<file path="config.mk">
export PLATFORM = sky130hd
export DESIGN_NAME = dm_arbiter
export DESIGN_NICKNAME = d
export VERILOG_FILES = /design/src/rtl/dm_arbiter.sv
export SDC_FILE = /design/constraint.sdc
export NUM_CORES = 1
export LEC_CHECK = 0
export CAP_MARGIN = 10
export CORE_ASPECT_RATIO = 0.9
export CORE_MARGIN = 2
export CORE_UTILIZATION = 42
export CTS_CLUSTER_DIAMETER = 120
export DETAILED_ROUTE_END_ITERATION = 8
export PLACE_DENSITY_LB_ADDON = 0.3
export REMOVE_ABC_BUFFERS = 1
export SLEW_MARGIN = 20
export SYNTH_ARGS = -nofsm -noshare
export SYNTH_HDL_FRONTEND = slang
export SYNTH_SLANG_ARGS = --single-unit
</file>
<file path="constraint.sdc">
create_clock -name clk -period 2 [get_ports clk]
set_input_delay 0.2 -clock clk [delete_from_list [all_inputs] [get_ports clk]]
set_output_delay 0.2 -clock clk [all_outputs]
set_load 0.01 [all_outputs]
</file>
<file path="src/rtl/dm_arbiter.sv">
// dm_arbiter: round-robin arbiter sharing the single-port data memory between cpu and dbg requesters.
// Optional DMARB_STATS_EN adds a saturating conflict_cnt output counting tied grants.
module dm_arbiter #(
   parameter int DATA_W      = 8,
   parameter int ADDR_W      = 8,
   parameter int WAIT_CYCLES = 1
) (
   input  logic              clk,
   input  logic              rst_n,
   input  logic              cpu_req,
   input  logic              cpu_we,
   input  logic [ADDR_W-1:0] cpu_addr,
   input  logic [DATA_W-1:0] cpu_wdata,
   output logic [DATA_W-1:0] cpu_rdata,
   output logic              cpu_done,
   output logic              cpu_stall,
   input  logic              dbg_req,
   input  logic              dbg_we,
   input  logic [ADDR_W-1:0] dbg_addr,
   input  logic [DATA_W-1:0] dbg_wdata,
   output logic [DATA_W-1:0] dbg_rdata,
   output logic              dbg_done,
   output logic              mem_read,
   output logic              mem_write,
   output logic [ADDR_W-1:0] mem_addr,
   output logic [DATA_W-1:0] mem_wdata,
   input  logic [DATA_W-1:0] mem_rdata,
   output logic              busy,
   output logic              owner
`ifdef DMARB_STATS_EN
   ,
   output logic [7:0]        conflict_cnt
`endif
);
   typedef enum logic [1:0] {IDLE, ACCESS, DONE} state_t;
   state_t state_q, state_d;
   logic owner_q, owner_d, last_q, last_d, we_q, we_d;
   logic [3:0] cnt_q, cnt_d;
   logic [ADDR_W-1:0] addr_q, addr_d;
   logic [DATA_W-1:0] wdata_q, wdata_d, cpu_rdata_q, cpu_rdata_d, dbg_rdata_q, dbg_rdata_d;
   logic grant, win, cap;
   always_ff @(posedge clk or negedge rst_n) begin
      if (!rst_n) begin
         state_q     <= IDLE;
         owner_q     <= 1'b0;
         last_q      <= 1'b1;
         we_q        <= 1'b0;
         cnt_q       <= '0;
         addr_q      <= '0;
         wdata_q     <= '0;
         cpu_rdata_q <= '0;
         dbg_rdata_q <= '0;
      end else begin
         state_q     <= state_d;
         owner_q     <= owner_d;
         last_q      <= last_d;
         we_q        <= we_d;
         cnt_q       <= cnt_d;
         addr_q      <= addr_d;
         wdata_q     <= wdata_d;
         cpu_rdata_q <= cpu_rdata_d;
         dbg_rdata_q <= dbg_rdata_d;
      end
   end
   // On a tie the requester that was not served last wins.
   always_comb begin
      grant   = (state_q == IDLE) && (cpu_req || dbg_req);
      win     = (cpu_req && dbg_req) ? ~last_q : dbg_req;
      state_d = (state_q == IDLE)   ? (grant ? ACCESS : IDLE) :
                (state_q == ACCESS) ? ((cnt_q == 4'd0) ? DONE : ACCESS) : IDLE;
   end
   always_comb begin
      cap         = (state_q == ACCESS) && (cnt_q == 4'd0) && !we_q;
      owner_d     = grant ? win : owner_q;
      last_d      = (state_q == DONE) ? owner_q : last_q;
      we_d        = grant ? (win ? dbg_we : cpu_we) : we_q;
      addr_d      = grant ? (win ? dbg_addr : cpu_addr) : addr_q;
      wdata_d     = grant ? (win ? dbg_wdata : cpu_wdata) : wdata_q;
      cnt_d       = grant ? 4'(WAIT_CYCLES - 1) : (state_q == ACCESS) ? cnt_q - 4'd1 : cnt_q;
      cpu_rdata_d = (cap && !owner_q) ? mem_rdata : cpu_rdata_q;
      dbg_rdata_d = (cap && owner_q) ? mem_rdata : dbg_rdata_q;
   end
   always_comb begin
      mem_read  = (state_q == ACCESS) && !we_q;
      mem_write = (state_q == ACCESS) && we_q;
      mem_addr  = addr_q;
      mem_wdata = wdata_q;
      busy      = (state_q != IDLE);
      owner     = owner_q;
      cpu_done  = (state_q == DONE) && !owner_q;
      dbg_done  = (state_q == DONE) && owner_q;
      cpu_stall = cpu_req && !cpu_done;
      cpu_rdata = cpu_rdata_q;
      dbg_rdata = dbg_rdata_q;
   end
`ifdef DMARB_STATS_EN
   logic [7:0] conflict_q, conflict_d;
   always_ff @(posedge clk or negedge rst_n) begin
      if (!rst_n) conflict_q <= '0;
      else        conflict_q <= conflict_d;
   end
   always_comb begin
      conflict_d   = (grant && cpu_req && dbg_req && conflict_q != 8'hFF) ? conflict_q + 8'd1 : conflict_q;
      conflict_cnt = conflict_q;
   end
`endif
endmodule
</file>
Word-level counts from Yosys, hierarchy flattened:

Index checks and enable logic that the tools add are counted.
Widths: inputs -> output; s select.

* bitwise logic cells: 1
* multiplexer cells: 10
* equality and inequality tests: 2
* reduce and logical (&&, ||, !) cells: 19
* $add $sub $neg: 1

Operator list (number)
* $mux 8: 2
* $logic_and 1x1->1: 11
* $mux 4: 2
* $mux 2: 3
* $logic_not 4->1: 1
* $reduce_bool 2->1: 2
* $sub 4x1->4 const B: 1
* $logic_not 1->1: 3
* $mux 1: 3
* $eq 2x1->1 const B: 1
* $eq 2x2->1 const B: 1
* $logic_not 2->1: 1
* $logic_or 1x1->1: 1
* $not 1->1: 1

* word-level logic and storage cells: 42
* register bits after elaboration: 41
* output and inout bits: 39
* input bits: 46

Longest topological paths before layout:

* word-level depth: 4
* depth in mapped cells: 6
* mapped depth without buffers: 5

Least setup slack after synthesis:

OpenSTA, ideal clock, no wires.

* path kind: register to register
* from: register cnt_q[0]
* to: register cpu_rdata_q[0], in the netlist cpu_rdata[0]
* data required time: 1.875 ns
* arrival time: 1.583 ns
* period minus slack after synthesis: 1.707 ns
* setup slack: 0.293 ns
* stages on the path, launching flop included: 7
* path buffers: 1
* path through: dfrtp_1 inv_1 ha_1 nor3b_1 and3_1 buf_4 mux2_2

* word-level cells in the longest chain between the ends: 4

RTL lines
* from (decl): line 38 `logic [3:0] cnt_q, cnt_d;`
* from (signal assigned): line 58 `cnt_q <= cnt_d;`
* $logic_not 4->1: line 73 `cap = (state_q == ACCESS) && (cnt_q == 4'd0) && !we_q;`
* $logic_and 1x1->1 (2 in series): line 73
* $logic_and 1x1->1: line 80 `cpu_rdata_d = (cap && !owner_q) ? mem_rdata : cpu_rdata_q;`
* to (signal assigned): line 61 `cpu_rdata_q <= cpu_rdata_d;`
* to (decl): line 40 `logic [DATA_W-1:0] wdata_q, wdata_d, cpu_rdata_q, cpu_rdata_d, dbg_rdata_q, dbg_rdata_d;`

No other way between the ends.
A chain may end at the register's enable or synchronous reset.

Worst setup path in the final report:

* from: register state_q[1]
* to: output port busy

* word-level cells in the longest chain between the ends: 1

RTL lines
* from (decl): line 36 `state_t state_q, state_d;`
* from (signal assigned): line 54 `state_q <= state_d;`
* $reduce_bool 2->1: line 88 `busy = (state_q != IDLE);`
* to (decl): line 28 `output logic busy,`

No other way between the ends.

==> impl_table.tex <==
\begin{tabular}{lr}
\hline
Metric & Value \\
\hline
\multicolumn{2}{l}{\textbf{Pwr}} \\
Power consumption & 4.25 mW \\
Static power due to leakage & 1.27 nW \\
Power density normalized to cell area & 1450 nW/um2 \\
Maximum vdd drop & 0.743 mV \\
\multicolumn{2}{l}{\textbf{Status}} \\
Status & finished, final reports clean \\
\multicolumn{2}{l}{\textbf{Layout}} \\
Register Area & 1030 um2 \\
Antenna Cells & 0 \\
Total Nets Final & 268 \\
Fill cell count & 354 \\
Area growth from synthesis to layout & 52.2\% \\
Multi-input logic area & 828 um2 \\
Share of layout cells above drive strength 1 & 28.4\% \\
Post-route insts no fill & 284 \\
Non-Filler Cell Area, Final & 2940 um2 \\
Layout Utilization & 66.3\% \\
\multicolumn{2}{l}{\textbf{Worst setup path}} \\
Worst R2R Setup Slack & 0.19 ns \\
Required arrival time at the worst endpoint & 1.80 ns \\
Top delay family on crit path & buffers and inverters \\
Category of the most critical setup path & reg2out \\
Number of cells on the critical path & 2 \\
Kind of end point of the critical path & output port \\
Count of cells along the worst register-to-register path & 5 \\
Arrival time of data at the critical path endpoint & 1.66 ns \\
Largest fanout of any net on the critical path & 7 \\
Master of the slowest instance on the critical path & clkdlybuf4s50\_1 \\
Delay of the slowest critical-path stage & 0.62 ns \\
Count of buffering cells on the critical path with inverters included & 1 \\
Critical path launch point type & flip-flop \\
Chain of cells forming the critical path & or2\_1 > clkdlybuf4s50\_1 \\
\multicolumn{2}{l}{\textbf{Placed design}} \\
Total placed instance area & 2840 um2 \\
Worst slack at placement & 0.191 ns \\
Total of buffers placed on input and output ports & 84 \\
Detailed Place HPWL & 3430 um \\
Weighted congestion reported at the end of routability-driven placement & 0.771 \\
Placed cell count & 275 \\
\multicolumn{2}{l}{\textbf{STA}} \\
Maximum clock frequency & 539 MHz \\
Total count of max-transition violations in the final report & 0 \\
Fin worst setup slack & 0.144 ns \\
Ratio of final minimum period to clock period & 92.8\% \\
Final number of hold-violating endpoints & 0 \\
Slew of the pin with the lowest slew margin & 0.661 ns \\
Skew final & 0.00309 ns \\
Final setup vio count & 0 \\
Hold Slack & 0.479 ns \\
Headroom to the max-slew limit & 55.9\% \\
Final period demand of the worst path & 1.86 ns \\
Final setup TNS & 0 ns \\
Setup repair after global routing missed its margin & no \\
\multicolumn{2}{l}{\textbf{Detailed routing}} \\
1st-iter DRT viols & 88 \\
Via count of the routed design & 1,369 \\
Antenna-violating nets left & 0 \\
Per-cell routed wire length & 15.3 um \\
Count of unresolved DRC violations after routing & 0 \\
TritonRoute pass-1 iters & 4 \\
Detail-routed via count per cell & 4.82 \\
Final routed wirelength across all metal layers & 4350 um \\
\multicolumn{2}{l}{\textbf{Global route}} \\
Initial antenna violation count & 0 \\
Total congestion overflow after global routing & 0 \\
Pin count of the biggest net entering global routing & 31 \\
Total global-route track usage & 18.7\% \\
Wire length of the first global-routing pass & 7050 um \\
Number of global-route vias before repair & 1,493 \\
\multicolumn{2}{l}{\textbf{Synth}} \\
Portion of the post-synthesis area used by sequential elements & 53.2\% \\
Area of the mapped netlist & 1930 um2 \\
Number of warnings issued by yosys & 0 \\
Unique cell type count in the Yosys netlist & 31 \\
Mean area per synthesized cell & 14.9 um2 \\
\#FFs+latches synth & 41 \\
Post-Syn Instances & 130 \\
\multicolumn{2}{l}{\textbf{Min path}} \\
Hold WC Path Type & in2async \\
\multicolumn{2}{l}{\textbf{Clock tree}} \\
\# clock sinks & 41 \\
Clock tree from TritonCTS & yes \\
Max Root-Sink Buffers & 2 \\
Clock transition at path regs & 0.07 ns \\
Depth of the CTS H-tree & 2 \\
Post-CTS setup buffers & 0 \\
Clock insertion delay at the later pin of the skew report & 0.28 ns \\
Clock root buffer & clkbuf\_8 \\
Number of clock buffers inserted by TritonCTS & 5 \\
\multicolumn{2}{l}{\textbf{Floorplanning}} \\
Starting density of the core & 43.6\% \\
Die extent in x & 75.5 um \\
Die height & 68.3 um \\
\# IOs & 85 \\
Die Outline Area & 5160 um2 \\
Core region area & 4430 um2 \\
Row Count & 23 \\
\multicolumn{2}{l}{\textbf{Flow run}} \\
Number of violations of the max-capacitance limit & 0 \\
\hline
\end{tabular}
-- path summary, 6_finish.rpt --
path                                           start                       end
worst max register to register  cnt_q[0]$_DFFE_PN0P_  cpu_rdata[0]$_DFFE_PN0P_
max in group asynchronous                      rst_n   mem_addr[6]$_DFFE_PN0P_
worst min register to register  cnt_q[3]$_DFFE_PN0P_      cnt_q[3]$_DFFE_PN0P_
worst min-delay path                           rst_n  cpu_rdata[4]$_DFFE_PN0P_
min in group clk                cnt_q[3]$_DFFE_PN0P_      cnt_q[3]$_DFFE_PN0P_
worst max-delay path            state_q[1]$_DFF_PN0_                      busy
-- logic make-up after synthesis --
logic type	count (synthesis)	synth area share (%)
and+or+nand+nor	16	5.83
DFF	41	53.2
AOI/OAI and AO/OA	10	3.63
muxes	51	32.7
buffers and inverters	11	4.02
adders and majority gates	1	0.648
-- power by group --
part           leakage (nW)  switching (mW)  internal [mW]
registers             0.487           0.248           1.26
logic                 0.733           0.844           1.35
clock network        0.0455           0.259          0.281
total                  1.27            1.35           2.89
-- cells in the final DEF, fill, tap and decap left out, types with 2 or more instances in the layout --
cell type	synthesis	routed
o21ai_0	2	2
clkbuf_1	1	2
nor2b_1	2	2
clkdlybuf4s50_1	0	83
mux2i_1	3	3
nor2_1	4	4
mux2_4	16	16
dfrtp_1	40	40
o22ai_1	3	3
clkbuf_8	0	6
mux2_1	2	2
mux2_2	30	30
buf_4	1	4
inv_1	5	5
-- state kept, by name (all words and copies together), names as in the netlist --
signal     flops
mem_wdata      8
we_q           1
cpu_rdata      8
last_q         1
mem_addr       8
dbg_rdata      8
state_q        2
cnt_q          4
owner          1
-- cell usage after synthesis --
| master | count | area share, % |
|---|---|---|
| mux2_1 | 2 | 1.2 |
| nor3b_2 | 1 | 0.65 |
| clkbuf_1 | 1 | 0.19 |
| nand3_2 | 1 | 0.52 |
| or2_0 | 1 | 0.32 |
| o21ai_0 | 2 | 0.52 |
| dfstp_2 | 1 | 1.4 |
| a21o_1 | 1 | 0.39 |
| mux2i_1 | 3 | 1.6 |
| nor2_1 | 4 | 0.78 |
| nand2_1 | 1 | 0.19 |
| inv_1 | 5 | 0.97 |
| buf_2 | 1 | 0.26 |
| buf_6 | 2 | 1.2 |
| o221ai_1 | 1 | 0.45 |
| nor2b_1 | 2 | 0.65 |
| a21bo_1 | 1 | 0.52 |
| nor2_8 | 1 | 1.0 |
| buf_12 | 1 | 1.0 |
| ha_1 | 1 | 0.65 |
| o211ai_1 | 1 | 0.39 |
| nand2b_1 | 2 | 0.65 |
| buf_4 | 1 | 0.39 |
| dfrtp_1 | 40 | 52 |
| o22ai_1 | 3 | 0.97 |
| nor3b_1 | 1 | 0.39 |
| nor4_1 | 1 | 0.32 |
| o31ai_1 | 1 | 0.39 |
| mux2_4 | 16 | 12 |
| and3_1 | 1 | 0.32 |
| mux2_2 | 30 | 17 |
-- metal layers --
layer | vias up | GRT usage (%) | share of wire (%)
li1 | 644 | - | -
met1 | 683 | 21.4 | 39
met2 | 38 | 32.8 | 55
met3 | 4 | 6.77 | 5.5
met4 | 0 | 5.04 | 0.64
met5 | - | 0 | 0
-- what timing repair did --
item	CTS	global route
hold buffers	1	0
resized for setup	1	1
endpoints found under the hold margin	27	0
pin swaps	0	0
setup endpoints to repair	1	1
-- cell type report --
cell class              instances  area share, %
clock buffers                   8           3.07
inverters                       5          0.639
multi-input cells              78           28.2
flip-flops and latches         41           35.0
well taps                      62           2.64
repair buffers                 90           30.5
-- worst register-to-register path, stage by stage (launching register included) --
cell and delay [ns]:
dfrtp_1 0.41, inv_1 0.08, ha_1 0.16, nor3b_1 0.25, and3_1 0.42, mux2_2 0.39
(Power assumes the default switching activity.)
